--- config.mk ---
export PLATFORM = sky130hd
export DESIGN_NAME = shift_add_mult_ctrl
export DESIGN_NICKNAME = d
export VERILOG_FILES = /design/src/rtl/mult_pkg.sv /design/src/rtl/mult_ctrl.sv /design/src/rtl/shift_add_mult_ctrl.sv
export SDC_FILE = /design/constraint.sdc
export NUM_CORES = 1
export LEC_CHECK = 0
export BUFFER_PORTS_ARGS = -buffer_cell sky130_fd_sc_hd__buf_4
export CAP_MARGIN = 0
export CORE_MARGIN = 2
export CORE_UTILIZATION = 30
export DETAILED_ROUTE_END_ITERATION = 16
export PLACE_DENSITY = 0.61
export SYNTH_ARGS = -nofsm -noshare
export SYNTH_HDL_FRONTEND = slang
export SYNTH_SLANG_ARGS = --single-unit
--- constraint.sdc ---
create_clock -name Clk -period 2.12 [get_ports Clk]
set_input_delay 0.212 -clock Clk [delete_from_list [all_inputs] [get_ports Clk]]
set_output_delay 0.212 -clock Clk [all_outputs]
set_load 0.005 [all_outputs]
--- src/rtl/mult_pkg.sv ---
`default_nettype none
// ============================================================================
// Module      : mult_pkg
// Description : Shared definitions for the 8x8 signed shift-add multiplier:
//               default operand width and the sequencer state encoding.
// Revision    : 1.0 - initial release
// ============================================================================
package mult_pkg;

   // Default operand width; the product is 2*MULT_N bits wide.
   localparam int MULT_N = 8;

   // One add step and one shift step per multiplier bit.
   typedef enum logic [1:0] {
      IDLE  = 2'd0,
      ADD   = 2'd1,
      SHIFT = 2'd2,
      DONE  = 2'd3
   } state_t;

endpackage : mult_pkg
`default_nettype wire

--- src/rtl/mult_ctrl.sv ---
`default_nettype none
// ============================================================================
// Module      : mult_ctrl
// Description : Sequencer for the shift-add multiplier. Walks ADD/SHIFT once
//               per multiplier bit using step counter K and issues the
//               register-control strobes for the datapath.
// Ports       : Clk, Reset_n        - clock, async active-low reset
//               run, clear_a_load_b - level requests from the board
//               b_lsb               - current multiplier bit B[0]
//               start, load_b       - IDLE decodes (same-cycle with request)
//               load_xa, shift      - datapath update strobes
//               fn                  - adder subtract select
//               busy, done          - status
// Revision    : 1.0 - initial release
// ============================================================================
module mult_ctrl
   import mult_pkg::*;
#(
   parameter int N = MULT_N
) (
   input  logic Clk,
   input  logic Reset_n,
   input  logic run,
   input  logic clear_a_load_b,
   input  logic b_lsb,
   output logic start,
   output logic load_b,
   output logic load_xa,
   output logic shift,
   output logic fn,
   output logic busy,
   output logic done
);

   localparam int              KW         = (N > 1) ? $clog2(N) : 1;
   localparam logic [KW-1:0]   C_K_LAST   = KW'(N - 1);
   localparam logic [KW-1:0]   C_K_ONE    = KW'(1);

   state_t          r_state;
   logic [KW-1:0]   r_k;
   logic            r_add;
   logic            r_shift;
   logic            r_fn;
   logic            r_busy;
   logic            r_done;

   // start/load_b must act on the same edge that samples the request, so
   // they are decoded from the registered state rather than registered again.
   assign start   = (r_state == IDLE) &  run;
   assign load_b  = (r_state == IDLE) & ~run & clear_a_load_b;
   // Only add when the current multiplier bit is set.
   assign load_xa = r_add & b_lsb;
   assign shift   = r_shift;
   assign fn      = r_fn;
   assign busy    = r_busy;
   assign done    = r_done;

   always_ff @(posedge Clk or negedge Reset_n) begin
      if (!Reset_n) begin
         r_state <= IDLE;
         r_k     <= '0;
         r_add   <= 1'b0;
         r_shift <= 1'b0;
         r_fn    <= 1'b0;
         r_busy  <= 1'b0;
         r_done  <= 1'b0;
      end else begin
         case (r_state)
            IDLE: begin
               if (run) begin
                  r_state <= ADD;
                  r_k     <= '0;
                  r_add   <= 1'b1;
                  r_fn    <= (C_K_LAST == '0);
                  r_busy  <= 1'b1;
               end
            end
            ADD: begin
               r_state <= SHIFT;
               r_add   <= 1'b0;
               r_shift <= 1'b1;
               r_fn    <= 1'b0;
            end
            SHIFT: begin
               r_shift <= 1'b0;
               if (r_k == C_K_LAST) begin
                  r_state <= DONE;
                  r_busy  <= 1'b0;
                  r_done  <= 1'b1;
               end else begin
                  r_k     <= r_k + C_K_ONE;
                  r_state <= ADD;
                  r_add   <= 1'b1;
                  // The sign bit of the multiplier carries negative weight,
                  // so the final step subtracts the multiplicand.
                  r_fn    <= ((r_k + C_K_ONE) == C_K_LAST);
               end
            end
            DONE: begin
               // Wait for run to drop so a held button cannot retrigger.
               if (!run) begin
                  r_state <= IDLE;
                  r_done  <= 1'b0;
               end
            end
            default: begin
               r_state <= IDLE;
               r_k     <= '0;
               r_add   <= 1'b0;
               r_shift <= 1'b0;
               r_fn    <= 1'b0;
               r_busy  <= 1'b0;
               r_done  <= 1'b0;
            end
         endcase
      end
   end

endmodule : mult_ctrl
`default_nettype wire

--- src/rtl/shift_add_mult_ctrl.sv ---
`default_nettype none
// ============================================================================
// Module      : shift_add_mult_ctrl
// Description : Control and register stage of the N x N signed shift-add
//               multiplier. Holds the product in X:A:B and the latched
//               multiplicand M, drives the external add/subtract unit and
//               captures its result in the same cycle.
// Ports       : Clk, Reset_n                - clock, async active-low reset
//               run, clear_a_load_b, sw     - board controls and switches
//               addsub_a/_b/_fn, addsub_s   - external adder interface
//               x_out, a_out, b_out         - product registers X:A:B
//               busy, done                  - status
// Revision    : 1.0 - initial release
// ============================================================================
module shift_add_mult_ctrl
   import mult_pkg::*;
#(
   parameter int N = MULT_N
) (
   input  logic         Clk,
   input  logic         Reset_n,
   input  logic         run,
   input  logic         clear_a_load_b,
   input  logic [N-1:0] sw,
   output logic [N-1:0] addsub_a,
   output logic [N-1:0] addsub_b,
   output logic         addsub_fn,
   input  logic [N:0]   addsub_s,
   output logic         x_out,
   output logic [N-1:0] a_out,
   output logic [N-1:0] b_out,
   output logic         busy,
   output logic         done
);

   logic         r_x;
   logic [N-1:0] r_a;
   logic [N-1:0] r_b;
   logic [N-1:0] r_m;

   logic         w_start;
   logic         w_load_b;
   logic         w_load_xa;
   logic         w_shift;

   mult_ctrl #(
      .N (N)
   ) u_ctrl (
      .Clk            (Clk),
      .Reset_n        (Reset_n),
      .run            (run),
      .clear_a_load_b (clear_a_load_b),
      .b_lsb          (r_b[0]),
      .start          (w_start),
      .load_b         (w_load_b),
      .load_xa        (w_load_xa),
      .shift          (w_shift),
      .fn             (addsub_fn),
      .busy           (busy),
      .done           (done)
   );

   // The adder is combinational and outside this block; its result is
   // captured straight back into X:A in the ADD cycle.
   assign addsub_a = r_a;
   assign addsub_b = r_m;

   assign x_out = r_x;
   assign a_out = r_a;
   assign b_out = r_b;

   always_ff @(posedge Clk or negedge Reset_n) begin
      if (!Reset_n) begin
         r_x <= 1'b0;
         r_a <= '0;
         r_b <= '0;
         r_m <= '0;
      end else if (w_start) begin
         // B is left alone: it already holds the multiplier (or the low
         // half of the previous product for chained runs).
         r_m <= sw;
         r_x <= 1'b0;
         r_a <= '0;
      end else if (w_load_b) begin
         r_x <= 1'b0;
         r_a <= '0;
         r_b <= sw;
      end else if (w_load_xa) begin
         r_x <= addsub_s[N];
         r_a <= addsub_s[N-1:0];
      end else if (w_shift) begin
         // Arithmetic shift of {X,A,B}: X is replicated into A's MSB.
         r_a <= {r_x, r_a[N-1:1]};
         r_b <= {r_a[0], r_b[N-1:1]};
      end
   end

endmodule : shift_add_mult_ctrl
`default_nettype wire

* Word level (Yosys, flattened, before mapping)
Index checks and enable logic that the tools add are counted.
** Operators by class
- $add $sub $neg :: 1
- Multiply operators :: 0
- Divide/modulo/power cells :: 0
- $lt $le $gt $ge :: 0
- Equality and inequality tests :: 10
- Shift operators :: 0
- Muxes and demuxes :: 29
- Bitwise operators :: 6
- Reductions and logical operators :: 14
** Operators with widths (count)
- two-way mux 8 bit :: 7
- AND reduction 3 bit :: 5
- two-way mux 1 bit :: 10
- case mux 2 bit (4 select lines) :: 1
- nonzero test 2 bit :: 4
- equality test 3 bit (second input constant) :: 2
- two-way mux 2 bit :: 3
- two-way mux 3 bit :: 2
- inequality test 2 bit (second input constant) :: 3
- case mux 1 bit (2 select lines) :: 3
- case mux 1 bit (3 select lines) :: 2
- case mux 3 bit (2 select lines) :: 1
- nonzero test 3 bit :: 2
- AND 1 bit :: 4
- equality test 2 bit (second input constant) :: 2
- inequality test 2 x 1 -> 1 bit (second input constant) :: 2
- nonzero test 4 bit :: 1
- adder 3 x 1 -> 3 bit (second input constant) :: 1
- equality test 2 x 1 -> 1 bit (second input constant) :: 1
- zero test 2 bit :: 1
- inverter 1 bit :: 2
- AND reduction 2 bit :: 1
** Storage, ports and cells
- Register bits :: 35
- Latch bits :: 0
- Memory bits (writable) :: 0
- ROM bits :: 0
- Input port bits :: 21
- Memories :: 0

* Longest topological paths before layout
- Word-level depth :: 5
- Gate-level depth with buffers :: 6
- Gate-level depth less buffers :: 5

* Hierarchy
Synthesis repeated with hierarchy kept, for this count alone.
** Unflattened totals
- Cell total of the unflattened synthesis :: 159
- Area, all modules :: 1889.3 µm²
** By module, submodules not included
- shift_add_mult_ctrl :: times used 1, cells an instance 92, area an instance 1242.4 µm², seq. area each 625.6 µm²
- mult_ctrl :: times used 1, cells an instance 67, area an instance 646.9 µm², seq. area each 250.2 µm²

* Worst setup path before layout
OpenSTA, ideal clock, no wires.
- Kind :: register to register
- Start :: register u_ctrl.r_state[0]
- End :: register r_b[0] (netlist: b_out[0])
- Library setup time :: 125 ps
- Data arrival time :: 1635 ps
- Slack :: 360 ps
- Cell stages (with the launch flop) :: 7
- Path buffers :: 1
- Clock period less this slack :: 1760 ps
- Cell sequence :: dfrtp_1 -> inv_1 -> ha_1 -> buf_2 -> nand2_2 -> a21boi_4 -> mux2_2
** Between the ends
- Longest elaborated chain between the ends :: 5
- Elaborated cells on any way between the ends :: 9
- Those cells by class :: eq/ne: 1; mux: 1; bitwise: 4; reduce/logical: 3
** Ends and longest elaborated chain
- start, declared :: line mult_ctrl.sv:39 : state_t r_state;
- start signal, assigned :: line mult_ctrl.sv:60 : r_state <= IDLE;
- start signal, assigned :: line mult_ctrl.sv:71 : r_state <= ADD;
- start signal, assigned :: line mult_ctrl.sv:79 : r_state <= SHIFT;
- zero test 2 bit (*) :: line mult_ctrl.sv:49, mult_ctrl.sv:50
- AND 1 bit (2 in a row) :: line mult_ctrl.sv:50 : assign load_b = (r_state == IDLE) & ~run & clear_a_load_b;
- inequality test 2 x 1 -> 1 bit (no source line) or nonzero test 2 bit (tied branches)
- AND reduction 3 bit (no source line)
- end signal, assigned :: line shift_add_mult_ctrl.sv:87 : r_b <= sw;
- end signal, assigned :: line shift_add_mult_ctrl.sv:94 : r_b <= {r_a[0], r_b[N-1:1]};
- end, declared :: line shift_add_mult_ctrl.sv:38 : logic [N-1:0] r_b;
Every way passes the cells marked *; elsewhere a longest branch is shown, timed or not.
A chain may end at the register's enable or synchronous reset.

* Worst setup path after layout
- Start :: register u_ctrl.r_state[0]
- End :: register r_b[4] (netlist: b_out[4])
Same word-level chain as after synthesis.

==> flow_metrics.tcl <==
set metrics [dict create \
    synth_area_um2 1901 \
    maxCapViolCount 0 \
    post-dp-hpwl_um 2959 \
    drv_slew 0 \
    top_level_ports 57 \
    grt_max_degree 36 \
    cp-start-kind "flop" \
    relSlewSlack 0.6513 \
    ctsRootBufferMaster "clkbuf_8" \
    cts-htree-levels 2 \
    core_um2 6026 \
    yosysUniqueCellTypes 29 \
    cts_setup_buffers 0 \
    final_cell_mix "buf_4 (59), dfrtp_1 (35), mux2_2 (26)" \
    netlist_instances 161 \
    drt-wirelength-per-cell_um 14.31 \
    rsz0062_at_grt "false" \
    synth_area_per_cell_um2 11.80 \
    ir_drop_mv 0.6178 \
    fin_crit_ps 1898 \
    slowest_stage "dfrtp_1" \
    place.gp.congestion 0.7360 \
    path_class "reg2reg" \
    initial_core_util 0.3154 \
    hold_viol 0 \
    drive_gt1_frac 0.4528 \
    p_leak_nw 1.184 \
    hold_path.class "in2reg" \
    grt_pass1_wl_um 6927 \
    cts_max_path_buffers 2 \
    vias_per_cell 4.760 \
    outcome "complete, no violations" \
    finalSetupViolations 0 \
    die_w_um 83.60 \
    ant_nets 0 \
    cp.arrival_ps 2070 \
    clock_sinks 35 \
    path_max_fanout 8 \
    synth-edff-count 0 \
    die_h_um 83.60 \
    dr.pass1.iters 4 \
    seq_area_frac_synth 0.4608 \
    overflow 0 \
    synth-seq-cells 35 \
    fmax_mhz 526.9 \
    cp_cell_sequence "inv_1 -> ha_1 -> nand2_1 -> a21boi_4 -> mux2_2" \
    syn_nets 191 \
    rows 28 \
    final_common_cell "buf_4" \
    power_density_nw_per_um2 1452 \
    cts_inserted_buffers 5 \
    vias 1366 \
    track_usage 0.1226 \
    yosysWarnings 0 \
    portBuffers 56 \
    path_clk_slew_ps 70 \
    p_total_mw 3.517 \
    antenna_found_initial 0 \
    fin_nets 242 \
    die_area_um2 6988 \
    area_growth_pct 27.45 \
    grt_pass1_vias 1441 \
    async_reset_ff_frac 1.000 \
    clk_latency_ps 290 \
    period_share 0.8953 \
    drtIter0Drc 94 \
    synth_ff_type "dfrtp_1" \
    wl_um 4108 \
    antennaDiodeCount 0 \
    max_stage_delay_ps 430 \
    cts_tree "yes" \
    drc 0 \
    worst_slew_pin_slew_ps 521.9 \
    finalSetupTns_ps 0 \
    skew_ps 6.584 \
    critPathRequiredTime_ps 2290 \
    endpoint_kind "flop" \
]
kinds of logic after synthesis:
kind of cell / count (synthesis) / share of synthesized area
fa+ha+maj: 9 / 0.05925
buf+inv: 22 / 0.07109
compound gates: 29 / 0.1146
mux: 39 / 0.2225
flops: 35 / 0.4608
simple gates: 27 / 0.07176
path summary, 6_finish.rpt:
kind                                    from          end  cells past startpoint  slack, ps
setup / recovery           u_ctrl.r_state[0]     b_out[4]                      5        220
hold / removal                         sw[5]  addsub_b[5]                      2        170
setup reg to reg           u_ctrl.r_state[0]     b_out[4]                      5        220
hold reg to reg                  addsub_b[4]  addsub_b[4]                      1        510
max in group asynchronous            Reset_n     b_out[3]                      2       1360
min in group asynchronous            Reset_n  u_ctrl.done                      2        410
report_power, final:
part           total [mW]  internal (mW)  switching [mW]
logic                1.77           1.03           0.742
registers            1.25          0.981           0.271
clock network       0.492          0.255           0.237
registers in the layout, indices dropped and copies added (netlist names):
signal and cells:
u_ctrl.r_state 2, x_out 1, u_ctrl.done 1, b_out 8, u_ctrl.r_k 3, addsub_b 8, a_out 8, u_ctrl.fn 1
u_ctrl.shift 1, u_ctrl.busy 1, u_ctrl.r_add 1
per-stage QoR:
stage	cells	cell area (um2)	setup slack, ps	hold slack, ps	utilization
floorplan	161	1901	360.1	-83.59	-
global placement	279	2325	270.8	201.4	0.3858
detailed placement	279	2325	214.5	202.5	0.3858
CTS	287	2422	206.9	157.4	0.4020
global route	287	2422	94.30	158.4	0.4020
finish	287	2422	222.0	165.6	0.4020
cell type report:
type                       instances  area, um2
tap                               75      93.84
sequential                        35      875.8
clock buffer                       6      82.58
inverter                           6      22.52
fill                             613       3603
multi-input combinational        104      889.6
timing repair buffer              60      452.9
clock inverter                     1      5.005
synthesized netlist by cell type, types with 3 or more instances:
master	instances	area share
buf_2	3	0.0079
a21oi_1	3	0.0079
ha_1	9	0.059
nor2_1	10	0.020
inv_1	6	0.012
buf_4	9	0.036
nand2_1	9	0.018
dfrtp_1	35	0.46
o21ai_0	7	0.018
mux2i_1	13	0.068
a211oi_1	8	0.032
o221ai_1	3	0.014
mux2_2	26	0.15
critical path, delay by kind of cell (launching register included):
kind,cells,cell delay [ps]
flip-flops,1,430
adder cells (fa/ha/maj),1,370
multiplexers,1,370
AO/OA/AOI/OAI,1,310
AND/OR/NAND/NOR,1,150
buffers and inverters,1,140
per-layer routing:
| layer | wire [um] | vias up | global-route usage |
|---|---|---|---|
| li1 | - | 661 | - |
| met1 | 1854 | 659 | 0.1550 |
| met2 | 1973 | 40 | 0.2007 |
| met3 | 234 | 6 | 0.03956 |
| met4 | 45 | 0 | 0.03519 |
| met5 | 0 | - | 0 |
repair_timing:
action,in CTS,in global routing
hold endpoints to repair,35,0
hold buffers,1,0
gates resized for setup,0,0
Note: power is estimated with default switching activity, not from simulation.
